===== config.mk =====
export PLATFORM = sky130hd
export DESIGN_NAME = wb_commit_ctrl
export DESIGN_NICKNAME = d
export VERILOG_FILES = /design/src/rtl/wb_commit_ctrl_pkg.sv /design/src/rtl/wb_commit_ctrl_load_extend.sv /design/src/rtl/wb_commit_ctrl.sv
export SDC_FILE = /design/constraint.sdc
export NUM_CORES = 1
export LEC_CHECK = 0
export CORE_ASPECT_RATIO = 0.9
export CORE_MARGIN = 1
export CORE_UTILIZATION = 33
export CTS_BUF_LIST = sky130_fd_sc_hd__clkbuf_8
export DETAILED_ROUTE_END_ITERATION = 6
export PLACE_DENSITY = 0.59
export SLEW_MARGIN = 25
export SYNTH_ARGS = -nofsm -noshare
export SYNTH_HDL_FRONTEND = slang
export SYNTH_HIERARCHICAL = 1
export SYNTH_SLANG_ARGS = --single-unit

===== constraint.sdc =====
create_clock -name clk -period 4.3 [get_ports clk]
set_input_delay 0.645 -clock clk [delete_from_list [all_inputs] [get_ports clk]]
set_output_delay 0.645 -clock clk [all_outputs]
set_load 0.03 [all_outputs]

===== src/rtl/wb_commit_ctrl_pkg.sv =====
// Shared widths, load funct3 codes, FSM states and the captured-load record
// for the write-back commit stage.
package wb_commit_ctrl_pkg;
  localparam int CPU_WIDTH      = 32;
  localparam int REG_ADDR_WIDTH = 5;
  localparam int CSR_ADDR_WIDTH = 12;

  localparam logic [2:0] F3_LB  = 3'b000;
  localparam logic [2:0] F3_LH  = 3'b001;
  localparam logic [2:0] F3_LW  = 3'b010;
  localparam logic [2:0] F3_LBU = 3'b100;
  localparam logic [2:0] F3_LHU = 3'b101;

  typedef enum logic {
    WB_IDLE      = 1'b0,
    WB_LOAD_WAIT = 1'b1
  } wb_state_e;

  // Everything a load needs to remember while the memory response is pending.
  typedef struct packed {
    logic                      reg_en;
    logic [REG_ADDR_WIDTH-1:0] reg_addr;
    logic [2:0]                funct3;
    logic [1:0]                addr_lo;
    logic                      csr_en;
    logic [CSR_ADDR_WIDTH-1:0] csr_addr;
    logic [CPU_WIDTH-1:0]      csr_data;
  } load_cap_t;
endpackage


===== src/rtl/wb_commit_ctrl_load_extend.sv =====
// Load extension: selects byte/half from an aligned word and sign/zero-extends it.
module wb_commit_ctrl_load_extend
  import wb_commit_ctrl_pkg::*;
(
  input  logic [2:0]           funct3,
  input  logic [1:0]           addr_lo,
  input  logic [CPU_WIDTH-1:0] word,
  output logic [CPU_WIDTH-1:0] data
);
  logic [7:0]  byte_sel;
  logic [15:0] half_sel;

  always_comb begin
    byte_sel = word[7:0];
    case (addr_lo)
      2'd1:    byte_sel = word[15:8];
      2'd2:    byte_sel = word[23:16];
      2'd3:    byte_sel = word[31:24];
      default: byte_sel = word[7:0];
    endcase
    // Halfword loads ignore bit 0 of the offset.
    half_sel = addr_lo[1] ? word[31:16] : word[15:0];
    case (funct3)
      F3_LB:   data = {{24{byte_sel[7]}}, byte_sel};
      F3_LH:   data = {{16{half_sel[15]}}, half_sel};
      F3_LBU:  data = {24'd0, byte_sel};
      F3_LHU:  data = {16'd0, half_sel};
      F3_LW:   data = word;
      default: data = word;
    endcase
  end
endmodule


===== src/rtl/wb_commit_ctrl.sv =====
// Write-back commit stage: registers ALU/CSR results and resolves pending loads,
// stalling upstream while a load response is outstanding.
module wb_commit_ctrl
  import wb_commit_ctrl_pkg::*;
#(
  parameter int LOAD_TIMEOUT = 15,
  parameter int CNT_W        = 4
) (
  input  logic                      clk,
  input  logic                      rst,
  input  logic                      as_valid_i,
  input  logic                      as_reg_wr_en_i,
  input  logic [REG_ADDR_WIDTH-1:0] as_reg_wr_adder_i,
  input  logic [CPU_WIDTH-1:0]      as_reg_wr_data_i,
  input  logic                      as_csr_wr_en_i,
  input  logic [CSR_ADDR_WIDTH-1:0] as_csr_wr_adder_i,
  input  logic [CPU_WIDTH-1:0]      as_csr_wr_data_i,
  input  logic                      as_mem_rd_en_i,
  input  logic [2:0]                as_mem_funct3_i,
  input  logic [1:0]                as_mem_addr_lo_i,
  input  logic                      dmem_rd_valid_i,
  input  logic [CPU_WIDTH-1:0]      dmem_rd_data_i,
  input  logic                      flush_i,
  output logic                      wb_reg_wr_en_o,
  output logic [REG_ADDR_WIDTH-1:0] wb_reg_wr_adder_o,
  output logic [CPU_WIDTH-1:0]      wb_reg_wr_data_o,
  output logic                      wb_csr_wr_en_o,
  output logic [CSR_ADDR_WIDTH-1:0] wb_csr_wr_adder_o,
  output logic [CPU_WIDTH-1:0]      wb_csr_wr_data_o,
  output logic                      wb_busy_o,
  output logic                      load_fault_o
);
  localparam logic [CNT_W-1:0] CNT_LAST = CNT_W'(LOAD_TIMEOUT - 1);

  wb_state_e            state;
  logic [CNT_W-1:0]     cnt;
  load_cap_t            cap;
  logic [CPU_WIDTH-1:0] load_data;

  wb_commit_ctrl_load_extend u_ext (
    .funct3  (cap.funct3),
    .addr_lo (cap.addr_lo),
    .word    (dmem_rd_data_i),
    .data    (load_data)
  );

  assign wb_busy_o = (state == WB_LOAD_WAIT);

  always_ff @(posedge clk or posedge rst) begin
    if (rst) begin
      state             <= WB_IDLE;
      cnt               <= '0;
      cap               <= '0;
      wb_reg_wr_en_o    <= 1'b0;
      wb_reg_wr_adder_o <= '0;
      wb_reg_wr_data_o  <= '0;
      wb_csr_wr_en_o    <= 1'b0;
      wb_csr_wr_adder_o <= '0;
      wb_csr_wr_data_o  <= '0;
      load_fault_o      <= 1'b0;
    end else begin
      wb_reg_wr_en_o <= 1'b0;
      wb_csr_wr_en_o <= 1'b0;
      load_fault_o   <= 1'b0;
      if (flush_i) begin
        state <= WB_IDLE;
        cnt   <= '0;
      end else begin
        case (state)
          WB_IDLE: if (as_valid_i) begin
            if (as_mem_rd_en_i) begin
              cap   <= '{reg_en: as_reg_wr_en_i, reg_addr: as_reg_wr_adder_i,
                         funct3: as_mem_funct3_i, addr_lo: as_mem_addr_lo_i,
                         csr_en: as_csr_wr_en_i, csr_addr: as_csr_wr_adder_i,
                         csr_data: as_csr_wr_data_i};
              state <= WB_LOAD_WAIT;
              cnt   <= '0;
            end else begin
              // Address/data only move with their strobe so the buses hold otherwise.
              if (as_reg_wr_en_i && as_reg_wr_adder_i != '0) begin
                wb_reg_wr_en_o    <= 1'b1;
                wb_reg_wr_adder_o <= as_reg_wr_adder_i;
                wb_reg_wr_data_o  <= as_reg_wr_data_i;
              end
              if (as_csr_wr_en_i) begin
                wb_csr_wr_en_o    <= 1'b1;
                wb_csr_wr_adder_o <= as_csr_wr_adder_i;
                wb_csr_wr_data_o  <= as_csr_wr_data_i;
              end
            end
          end
          WB_LOAD_WAIT: begin
            // A response on the last wait cycle still commits rather than faulting.
            if (dmem_rd_valid_i) begin
              if (cap.reg_en && cap.reg_addr != '0) begin
                wb_reg_wr_en_o    <= 1'b1;
                wb_reg_wr_adder_o <= cap.reg_addr;
                wb_reg_wr_data_o  <= load_data;
              end
              if (cap.csr_en) begin
                wb_csr_wr_en_o    <= 1'b1;
                wb_csr_wr_adder_o <= cap.csr_addr;
                wb_csr_wr_data_o  <= cap.csr_data;
              end
              state <= WB_IDLE;
              cnt   <= '0;
            end else if (cnt == CNT_LAST) begin
              load_fault_o <= 1'b1;
              state        <= WB_IDLE;
              cnt          <= '0;
            end else begin
              cnt <= cnt + 1'b1;
            end
          end
          default: state <= WB_IDLE;
        endcase
      end
    end
  end
endmodule


# After elaboration in Yosys (flattened, before gate mapping)
# Index checks and enable logic that the tools add are counted.
dict set report word_totals {
  regBits 145
  inputBits 126
  output_inout_bits 85
  wordCells 101
}
dict set report classes {
  addsub 1
  eq_ne 16
  n_mux 57
  bitwise 2
  reduce_logical 9
}
# cell n
set op_table {}
lappend op_table {{$mux W32} 10}
lappend op_table {{$pmux W32 S2} 2}
lappend op_table {{$pmux W32 S4} 1}
lappend op_table {{$mux W12} 5}
lappend op_table {{$mux W5} 5}
lappend op_table {{$pmux W12 S2} 1}
lappend op_table {{$pmux W8 S3} 1}
lappend op_table {{$mux W1} 21}
lappend op_table {{$mux W4} 5}
lappend op_table {{$mux W16} 1}
lappend op_table {{$reduce_and A6 Y1} 2}
lappend op_table {{$ne A2 B2 Y1 const B} 5}
lappend op_table {{$pmux W5 S2} 1}
lappend op_table {{$reduce_bool A5 Y1} 2}
lappend op_table {{$pmux W4 S2} 1}
lappend op_table {{$eq A3 B3 Y1 const B} 2}
lappend op_table {{$ne A3 B3 Y1 const B} 2}
lappend op_table {{$pmux W1 S2} 3}
lappend op_table {{$add A4 B1 Y4 const B} 1}
lappend op_table {{$eq A2 B2 Y1 const B} 2}
lappend op_table {{$eq A4 B4 Y1 const B} 1}
lappend op_table {{$ne A2 B1 Y1 const B} 2}
lappend op_table {{$reduce_and A4 Y1} 1}
lappend op_table {{$eq A3 B1 Y1 const B} 1}
lappend op_table {{other kinds (5)} 7}

# Depth between registers and ports, before layout
# Gate-level depths: netlist of run 1.
dict set report depth {
  ltp_word 7
  depth_mapped 9
  mapped_depth_nobuf 6
}

# Modules after synthesis
# The synthesis of run 1 kept the hierarchy.
# mod n_inst cells_per_inst area_each_um2 seq_area_each_um2
set modules_own_cells {}
lappend modules_own_cells {wb_commit_ctrl 1 473 6297.3 3628.5}
lappend modules_own_cells {wb_commit_ctrl_load_extend 1 110 649.4 0.0}

# Least setup slack after synthesis of run 1
# OpenSTA, ideal clock, no wires.
dict set report synth_timing {
  path_kind {input port to flip-flop}
  from {in dmem_rd_data_i[31]}
  to {reg wb_reg_wr_data_o[15]}
  setup_time_ns 0.128
  t_arrival_ns 2.181
  required_time_ns 4.172
  slack_ns 1.991
  path_stages 8
  n_path_buf 2
  path_cell_list {mux4_2 > nand3b_4 > o41a_2 > buf_6 > buf_6 > nand2_1 > mux2_2 > mux2_1}
}
dict set report synth_via {
  elab_chain_len 5
  elab_cells_between_ends 6
  cone_classes {6 x mux}
}
# element line
set synth_rtl {}
lappend synth_rtl {{from (decl)} wb_commit_ctrl.sv:22} ;# input logic [CPU_WIDTH-1:0] dmem_rd_data_i,
lappend synth_rtl {{$pmux W8 S3 / $mux W16 (equally long branches)} {wb_commit_ctrl_load_extend.sv:15, wb_commit_ctrl_load_extend.sv:22}}
lappend synth_rtl {{$pmux W32 S4 (*)} wb_commit_ctrl_load_extend.sv:23} ;# case (funct3)
lappend synth_rtl {{named net load_data[15]} wb_commit_ctrl.sv:38} ;# logic [CPU_WIDTH-1:0] load_data;
lappend synth_rtl {{$mux W32 (*)} wb_commit_ctrl.sv:95} ;# if (cap.reg_en && cap.reg_addr != '0) begin
lappend synth_rtl {{$mux W32 (*)} wb_commit_ctrl.sv:94} ;# if (dmem_rd_valid_i) begin
lappend synth_rtl {{$pmux W32 S2 (*)} wb_commit_ctrl.sv:69} ;# case (state)
lappend synth_rtl {{to (signal assigned)} wb_commit_ctrl.sv:83} ;# wb_reg_wr_data_o <= as_reg_wr_data_i;
lappend synth_rtl {{to (signal assigned)} wb_commit_ctrl.sv:98} ;# wb_reg_wr_data_o <= load_data;
lappend synth_rtl {{to (decl)} wb_commit_ctrl.sv:26} ;# output logic [CPU_WIDTH-1:0] wb_reg_wr_data_o,
# The timed path passes the listed nets; every way through them passes the cells marked *. The select of a mux whose other input is x is not followed.
# A chain may end at the register's enable or synchronous reset.

# Worst setup path in the final report of run 1
dict set report layout_timing {
  from {reg state (netlist: wb_busy_o)}
  to {reg wb_reg_wr_data_o[31]}
}
dict set report layout_via {
  elab_chain_len 3
  elab_cells_between_ends 8
  cone_classes {5 x eq/ne; 1 x mux; 1 x bitwise; 1 x reduce/logical}
}
# element line
set layout_rtl {}
lappend layout_rtl {{from (decl)} wb_commit_ctrl.sv:35} ;# wb_state_e state;
lappend layout_rtl {{from (signal assigned)} wb_commit_ctrl.sv:51} ;# state <= WB_IDLE;
lappend layout_rtl {{from (signal assigned)} wb_commit_ctrl.sv:66} ;# state <= WB_IDLE;
lappend layout_rtl {{from (signal assigned)} wb_commit_ctrl.sv:76} ;# state <= WB_LOAD_WAIT;
lappend layout_rtl {{$not A1 Y1 (no line)} --}
lappend layout_rtl {{$ne A2 B2 Y1 (no line)} --}
lappend layout_rtl {{$reduce_and A6 Y1 (no line)} --}
# Parallel ways exist; a longest one is shown, timed or not.

==> summary.md, run 1 <==
| Metric | Value |
|---|---|
| Status | completed |
| Cell area after synthesis | slightly below 0.007 mm2 |
| Vias in the first global route | 5411 |
| Clk slew on worst S/H paths | 0.09 ns |
| Worst hold path class | flip-flop to flip-flop |
| Required time of the critical path | 4.63 ns |
| Final Hold Violating Endpoints | 0 |
| Power Dens Cells | 515 mW/mm2 |
| Final design utilization | 0.478 |
| Capture instance of the worst register-to-register path | wb_reg_wr_data_o[31]$_DFFE_PP0P_ |
| Yosys top cell area share | 0.522 |
| Buffer count from post-CTS setup fixing | 0 |
| Core area | about 0.02 mm2 |
| Max frequency | 357 MHz |
| Ys flop type | sky130_fd_sc_hd__dfrtp_1 |
| Proportion of layout cells with a drive suffix above 1 | 0.209 |
| Overall track demand over capacity in global routing | 0.182 |
| Final weighted congestion of routability-driven global placement | between 0.9 and 1 |
| Launching element type of the critical path | flip-flop |
| CTS Root Buffer Type | sky130_fd_sc_hd__clkbuf_8 |
| Crit-path cells | or4b_1 > o32ai_1 > a2111o_1 > buf_4 > mux2_2 |
| Overflow left after global routing | 0 |
| Vias per Instance | 4.85 |
| Number of detailed-route iterations in the first pass | 4 |
| Full die area | around 0.022 mm2 |
| Worst Reg-to-Reg Cells | 5 |
| Slew at the pin with the worst max-slew slack | slightly below 0.9 ns |
| Clock Sinks | 145 |
| Post-layout net count | around 900 |
| R2R Path Start | wb_busy_o$_DFF_PP0_ |
| Origin of the worst setup path | wb_busy_o$_DFF_PP0_ |
| DRC violation count after routing | 0 |
| Async set-or-reset flop fraction in the synthesized netlist | 1.00 |
| Cell with the most instances after synthesis | sky130_fd_sc_hd__dfrtp_1 |
| Largest area contributor in the synthesized netlist | sky130_fd_sc_hd__dfrtp_1 |
| Distinct cell type count of the synthesized netlist | 36 |
| Number of antenna violations at the first check in global routing | 0 |
| Number of buffers added by the clock tree synthesis step | 17 |
| Post-Syn Instances | 583 |
| Skew final | 0.00982 ns |
| Critical path capture point type | flip-flop |
| DP Wirelength | 13700 um |
| Top area cells in the synthesized netlist | sky130_fd_sc_hd__dfrtp_1 52%, sky130_fd_sc_hd__mux2_2 19%, sky130_fd_sc_hd__mux2i_1 6.5%, sky130_fd_sc_hd__a21oi_1 3.3%, sky130_fd_sc_hd__mux2_1 3.1% |
| Max-slew violation count | 0 |
| Clock period minus final worst setup slack | 2.80 ns |
| Worst max-slew margin expressed relative to the limit | 0.410 |
| Setup violators final | 0 |
| P&R area growth vs syn | 39.6% |
| Post-synthesis area per instance | 11.9 um2 |
| Maximum number of pins on one net before global-route repair | 90 |
| Die Ht | between 100 and 150 um |
| Post-route setup TNS | 0 ns |
| Number of enable-type register cells in the synthesized netlist | 0 |
| RSZ-0062 raised after global routing | false |
| Total of flip-flops plus latches after synthesis | 145 |
| Max-cap violations | 0 |
| Start-to-end type of the worst setup path | flip-flop to flip-flop |
| Clock network latency to the later pin of the worst-skew pair | 0.44 ns |
| Final cycle utilization of the critical path | 0.652 |
| Endpoint arrival time on the critical path | 3.14 ns |
| Cell at the slowest stage of the critical path | sky130_fd_sc_hd__dfrtp_4 |
| Slack of the worst reg-to-reg path | approximately 1.5 ns |
| Sum of routed wire length over all layers | around 20000 um |
| Std-Cell Rows | between 40 and 50 |
| Leak | approximately 4 nW |
| CTS Hold Bufs | 0 |
| Last element of the critical path | wb_reg_wr_data_o[31]$_DFFE_PP0P_ |
| Post-cts sizing count | 0 |
| Worst VDD drop | 0.347 mV |
| Critical-path maximum fanout | 52 |
| Starting Density | 0.342 |
| Number of buffers inserted by port buffering | 210 |
| Most frequent cells after synthesis | 145 x sky130_fd_sc_hd__dfrtp_1, 118 x sky130_fd_sc_hd__mux2_2, 55 x sky130_fd_sc_hd__nand2_1 |
| Antenna cells | 0 |
| Number of top-level design ports | around 210 |
| First-pass GRT wire length | 30300 um |
| DIE WIDTH | about 150 um |
| Net count of the mapped netlist | roughly 700 |
| Sequential element share of the synthesized area | 0.522 |
| # H-tree levels | 4 |
| Largest buffer count on any clock path | 2 |
| Final routed wire length divided by cell count | 18.3 um |
| YS warnings | 6 |
| Slowest Stage Delay on Critical Path | 0.89 ns |
| Hold-critical path depth | 1 |
| Count of nets left with antenna violations after detail routing | 0 |
| Via count | 5219 |
| TritonCTS clock tree | built |
| Layout filler cell count | around 1800 |
| Violation count after the first detailed-route iteration | 301 |
[how the worst min path moves through the flow]
stage / from / endpoint / slack (ns)
after floorplan: cap[48]$_DFFE_PP0P_ / cap[48]$_DFFE_PP0P_ / 0.48
after global placement: wb_reg_wr_data_o[19]$_DFFE_PP0P_ / wb_reg_wr_data_o[19]$_DFFE_PP0P_ / 0.48
final: wb_reg_wr_data_o[7]$_DFFE_PP0P_ / wb_reg_wr_data_o[7]$_DFFE_PP0P_ / 0.50
after detailed placement: wb_reg_wr_data_o[18]$_DFFE_PP0P_ / wb_reg_wr_data_o[18]$_DFFE_PP0P_ / 0.48
after CTS: wb_reg_wr_data_o[18]$_DFFE_PP0P_ / wb_reg_wr_data_o[18]$_DFFE_PP0P_ / 0.50
after global routing: wb_reg_wr_data_o[11]$_DFFE_PP0P_ / wb_reg_wr_data_o[11]$_DFFE_PP0P_ / 0.52
[power breakdown]
part | internal [W] | total (W) | leakage, nW | switching [W]
registers | 0.00173 | 0.00197 | 1.70 | 0.000244
clock network | 0.000534 | 0.00112 | 0.207 | 0.000581
logic | 0.000889 | 0.00191 | 2.06 | 0.00102
[metrics by stage]
step           cells  area [um2]  power [W]  hold slack [ns]  worst slack (ns)
6_report        1075        9700    0.00499            0.500              1.50
5_1_grt         1075        9700    0.00526            0.518              1.31
4_1_cts         1075        9700    0.00506            0.503              1.44
3_5_place_dp    1043        9300    0.00391            0.482              1.33
3_3_place_gp    1043        9300    0.00387            0.475              1.33
2_1_floorplan    583        6950    0.00305            0.479              1.84
[per-layer routing]
metal	share of wire	up-vias	track usage	wire length, um
li1	-	2457	-	-
met1	0.45	2556	0.240	8760
met2	0.45	200	0.290	8830
met3	0.10	6	0.0670	1980
met4	0.0044	0	0.0313	86
met5	0	-	0	0
[cells in the final DEF, fill, tap and decap left out, types with 3 or more instances in the layout]
| cell | instances |
|---|---|
| sky130_fd_sc_hd__inv_1 | 4 |
| sky130_fd_sc_hd__buf_4 | 8 |
| sky130_fd_sc_hd__inv_6 | 5 |
| sky130_fd_sc_hd__nand3_1 | 5 |
| sky130_fd_sc_hd__a21oi_1 | 45 |
| sky130_fd_sc_hd__clkbuf_8 | 17 |
| sky130_fd_sc_hd__inv_8 | 3 |
| sky130_fd_sc_hd__mux2_1 | 19 |
| sky130_fd_sc_hd__clkinv_2 | 3 |
| sky130_fd_sc_hd__o21ai_0 | 12 |
| sky130_fd_sc_hd__nand2_1 | 55 |
| sky130_fd_sc_hd__nor2b_1 | 3 |
| sky130_fd_sc_hd__a22oi_1 | 13 |
| sky130_fd_sc_hd__mux2_2 | 118 |
| sky130_fd_sc_hd__dfrtp_1 | 144 |
| sky130_fd_sc_hd__a22o_1 | 7 |
| sky130_fd_sc_hd__mux2i_1 | 45 |
| sky130_fd_sc_hd__clkdlybuf4s50_1 | 210 |
| sky130_fd_sc_hd__nor2_1 | 48 |
[sequential cells by signal, indices dropped and copies added (netlist names)]
signal,flops
cap,56
wb_csr_wr_data_o,32
wb_reg_wr_data_o,32
wb_csr_wr_adder_o,12
wb_reg_wr_adder_o,5
cnt,4
load_fault_o,1
wb_busy_o,1
wb_csr_wr_en_o,1
wb_reg_wr_en_o,1
[layout make-up]
cell class              count  area, um2  share of cell area
well taps                 280        350              0.0361
multi-input cells         394       3110               0.321
clock inverters            15        169              0.0174
repair buffers            219       2180               0.225
inverters                   5       22.5             0.00232
clock buffers              17        234              0.0241
flip-flops and latches    145       3630               0.374
[worst max-delay path: cells and delay by family (launching register included)]
family,cells,cell delay (ns)
DFF,1,0.89
and+or+nand+nor,1,0.49
AOI/OAI and AO/OA,2,0.41
muxes,1,0.40
buffers and inverters,1,0.44
[cells by family (layout without fill, tap and decap cells)]
group | after synthesis | in the layout | share of synthesized area
fa+ha+maj | 2 | 2 | 0.00360
compound gates | 87 | 87 | 0.0762
buf+inv | 44 | 256 | 0.0322
mux | 183 | 183 | 0.290
simple gates | 122 | 122 | 0.0755
flops | 145 | 145 | 0.522
No activity file was read; power rests on OpenSTA's default activity.
==> run 2, diff against run 1 <==
- PLACE_DENSITY: 0.59 -> 0.57
- clock period: 4.3 -> 2.7 ns (I/O delays scaled with it)
==> run 2 against run 1 <==
  * Sequential power is 57% higher
  * Global-route usage is 0.13 points higher
  * Largest cell class unchanged
  * Combinational power is 62% higher
==> summary.md, run 2 (same netlist as run 1, synthesis figures left out) <==
| Metric | Value |
|---|---|
| Launching element type of the critical path | flip-flop |
| Capture instance of the worst register-to-register path | wb_reg_wr_data_o[9]$_DFFE_PP0P_ |
| Post-route cell area | 0.00976 mm2 |
| Max frequency | between 400 and 500 MHz |
| Antenna cells | 0 |
| Die Ht | 140 um |
| Slew at the pin with the worst max-slew slack | 0.721 ns |
| Post-layout net count | approximately 920 |
| Largest buffer count on any clock path | 2 |
| Vias in the first global route | 5608 |
| Via count | 5272 |
| Number of buffers inserted by port buffering | 210 |
| Full die area | 0.0216 mm2 |
| Leak | 4.00 nW |
| Clk slew on worst S/H paths | roughly 0.08 ns |
| Buffer count from post-CTS setup fixing | 0 |
| Critical-path maximum fanout | 38 |
| Clock network latency to the later pin of the worst-skew pair | approximately 0.44 ns |
| Maximum number of pins on one net before global-route repair | 90 |
| Power Dens Cells | 795 mW/mm2 |
| Max-cap violations | 0 |
| Proportion of layout cells with a drive suffix above 1 | 0.210 |
| Worst Reg-to-Reg Cells | 5 |
| Number of detailed-route iterations in the first pass | 6 |
| Std-Cell Rows | 49 |
| Post-route setup TNS | 0 ns |
| Status | completed |
| Starting Density | 0.342 |
| Post-cts sizing count | 0 |
| Register bank with the most flops | cap |
| Critical path capture point type | flip-flop |
| R2R Path Start | wb_busy_o$_DFF_PP0_ |
| RSZ-0062 raised after global routing | false |
| Core area | 0.0203 mm2 |
| Clock Sinks | 145 |
| Required time of the critical path | 3.01 ns |
| Max-slew violation count | 0 |
| Worst hold path class | primary input to asynchronous set/reset pin |
| Vias per Instance | approximately 4.9 |
| Clock period minus final worst setup slack | 2.20 ns |
| Post-placement worst setup slack | 0.138 ns |
| Largest regs | cap (56), wb_csr_wr_data_o (32), wb_reg_wr_data_o (32) |
| CTS Root Buffer Type | sky130_fd_sc_hd__clkbuf_8 |
| First-pass GRT wire length | 31000 um |
| Number of buffers added by the clock tree synthesis step | 17 |
| Final weighted congestion of routability-driven global placement | 0.830 |
| Smallest setup slack after layout | 0.499 ns |
| Final routed wire length divided by cell count | 17.8 um |
| Number of top-level design ports | 211 |
| Worst hold slack across all endpoints | 0.345 ns |
| Setup violators final | 0 |
| CTS Hold Bufs | 0 |
| Violation count after the first detailed-route iteration | 178 |
| Count of nets left with antenna violations after detail routing | 0 |
| Worst VDD drop | 0.461 mV |
| Final cycle utilization of the critical path | 0.815 |
| Origin of the worst setup path | wb_busy_o$_DFF_PP0_ |
| Slack of the worst reg-to-reg path | 0.50 ns |
| DRC violation count after routing | 0 |
| Number of antenna violations at the first check in global routing | 2 |
| Skew final | approximately 0.017 ns |
| Leading cell type in the layout, fill and taps excluded | sky130_fd_sc_hd__clkdlybuf4s50_1 |
| Overflow left after global routing | 0 |
| DIE WIDTH | 155 um |
| Start-to-end type of the worst setup path | flip-flop to flip-flop |
| Worst max-slew margin expressed relative to the limit | 0.518 |
| Max FFs per register | 56 |
| Final Hold Violating Endpoints | 0 |
| Final design utilization | 0.481 |
| DP Wirelength | 13400 um |
| Placed inst area | around 0.0094 mm2 |
| P&R area growth vs syn | 40.5% |
| Endpoint arrival time on the critical path | between 2 and 3 ns |
| # H-tree levels | 4 |
| TritonCTS clock tree | built |
| Overall track demand over capacity in global routing | 0.184 |
| Last element of the critical path | wb_reg_wr_data_o[9]$_DFFE_PP0P_ |
| Sum of routed wire length over all layers | between 15000 and 20000 um |
| Leading cell types in the layout, fill and taps excluded | 210 x sky130_fd_sc_hd__clkdlybuf4s50_1, 144 x sky130_fd_sc_hd__dfrtp_1, 118 x sky130_fd_sc_hd__mux2_2 |
-- run 2: worst min path at each step --
stage                                     startpoint                          endpoint  slack (ns)  cells after the start
floorplan                            dmem_rd_valid_i            load_fault_o$_DFF_PP0_        0.47                      1
global placement    wb_reg_wr_data_o[20]$_DFFE_PP0P_  wb_reg_wr_data_o[20]$_DFFE_PP0P_        0.47                      1
detailed placement  wb_reg_wr_data_o[17]$_DFFE_PP0P_  wb_reg_wr_data_o[17]$_DFFE_PP0P_        0.48                      1
global route                                     rst                cap[8]$_DFFE_PP0P_        0.33                      2
CTS                                              rst          wb_csr_wr_en_o$_DFF_PP0_        0.32                      2
finish                                           rst                cap[8]$_DFFE_PP0P_        0.35                      2
-- run 2: through the flow --
step                cells  total power, W
floorplan             583         0.00486
global placement     1050         0.00618
detailed placement   1050         0.00625
CTS                  1080         0.00787
global route         1080         0.00821
finish               1080         0.00776
-- run 2: critical path, cell delays in order, from the launching register on --
cell                       delay [ns]
sky130_fd_sc_hd__dfrtp_4         0.56
sky130_fd_sc_hd__or4b_1          0.45
sky130_fd_sc_hd__o32ai_1         0.25
sky130_fd_sc_hd__a2111o_1        0.19
sky130_fd_sc_hd__buf_12          0.25
sky130_fd_sc_hd__mux2_1          0.36
-- run 2: final cells by class --
class,count,area [um2]
Clock buffer,17,234
Clock inverter,13,116
Fill cell,1818,10500
Inverter,5,22.5
Multi-Input combinational cell,394,3110
Sequential cell,145,3630
Tap cell,280,350
Timing Repair Buffer,226,2300
-- run 2: layer usage --
| layer | share of wire | routed length, um | vias up | track usage |
|---|---|---|---|---|
| li1 | - | - | 2481 | - |
| met1 | 0.44 | 8450 | 2586 | 0.234 |
| met2 | 0.46 | 8800 | 192 | 0.290 |
| met3 | 0.095 | 1830 | 11 | 0.0782 |
| met4 | 0.0058 | 112 | 2 | 0.0391 |
| met5 | 0.00057 | 11 | - | 0 |
-- run 2: report_power, final --
| group | internal [W] | switching, W |
|---|---|---|
| clock | 0.000720 | 0.000841 |
| sequential | 0.00275 | 0.000345 |
| combinational | 0.00145 | 0.00165 |
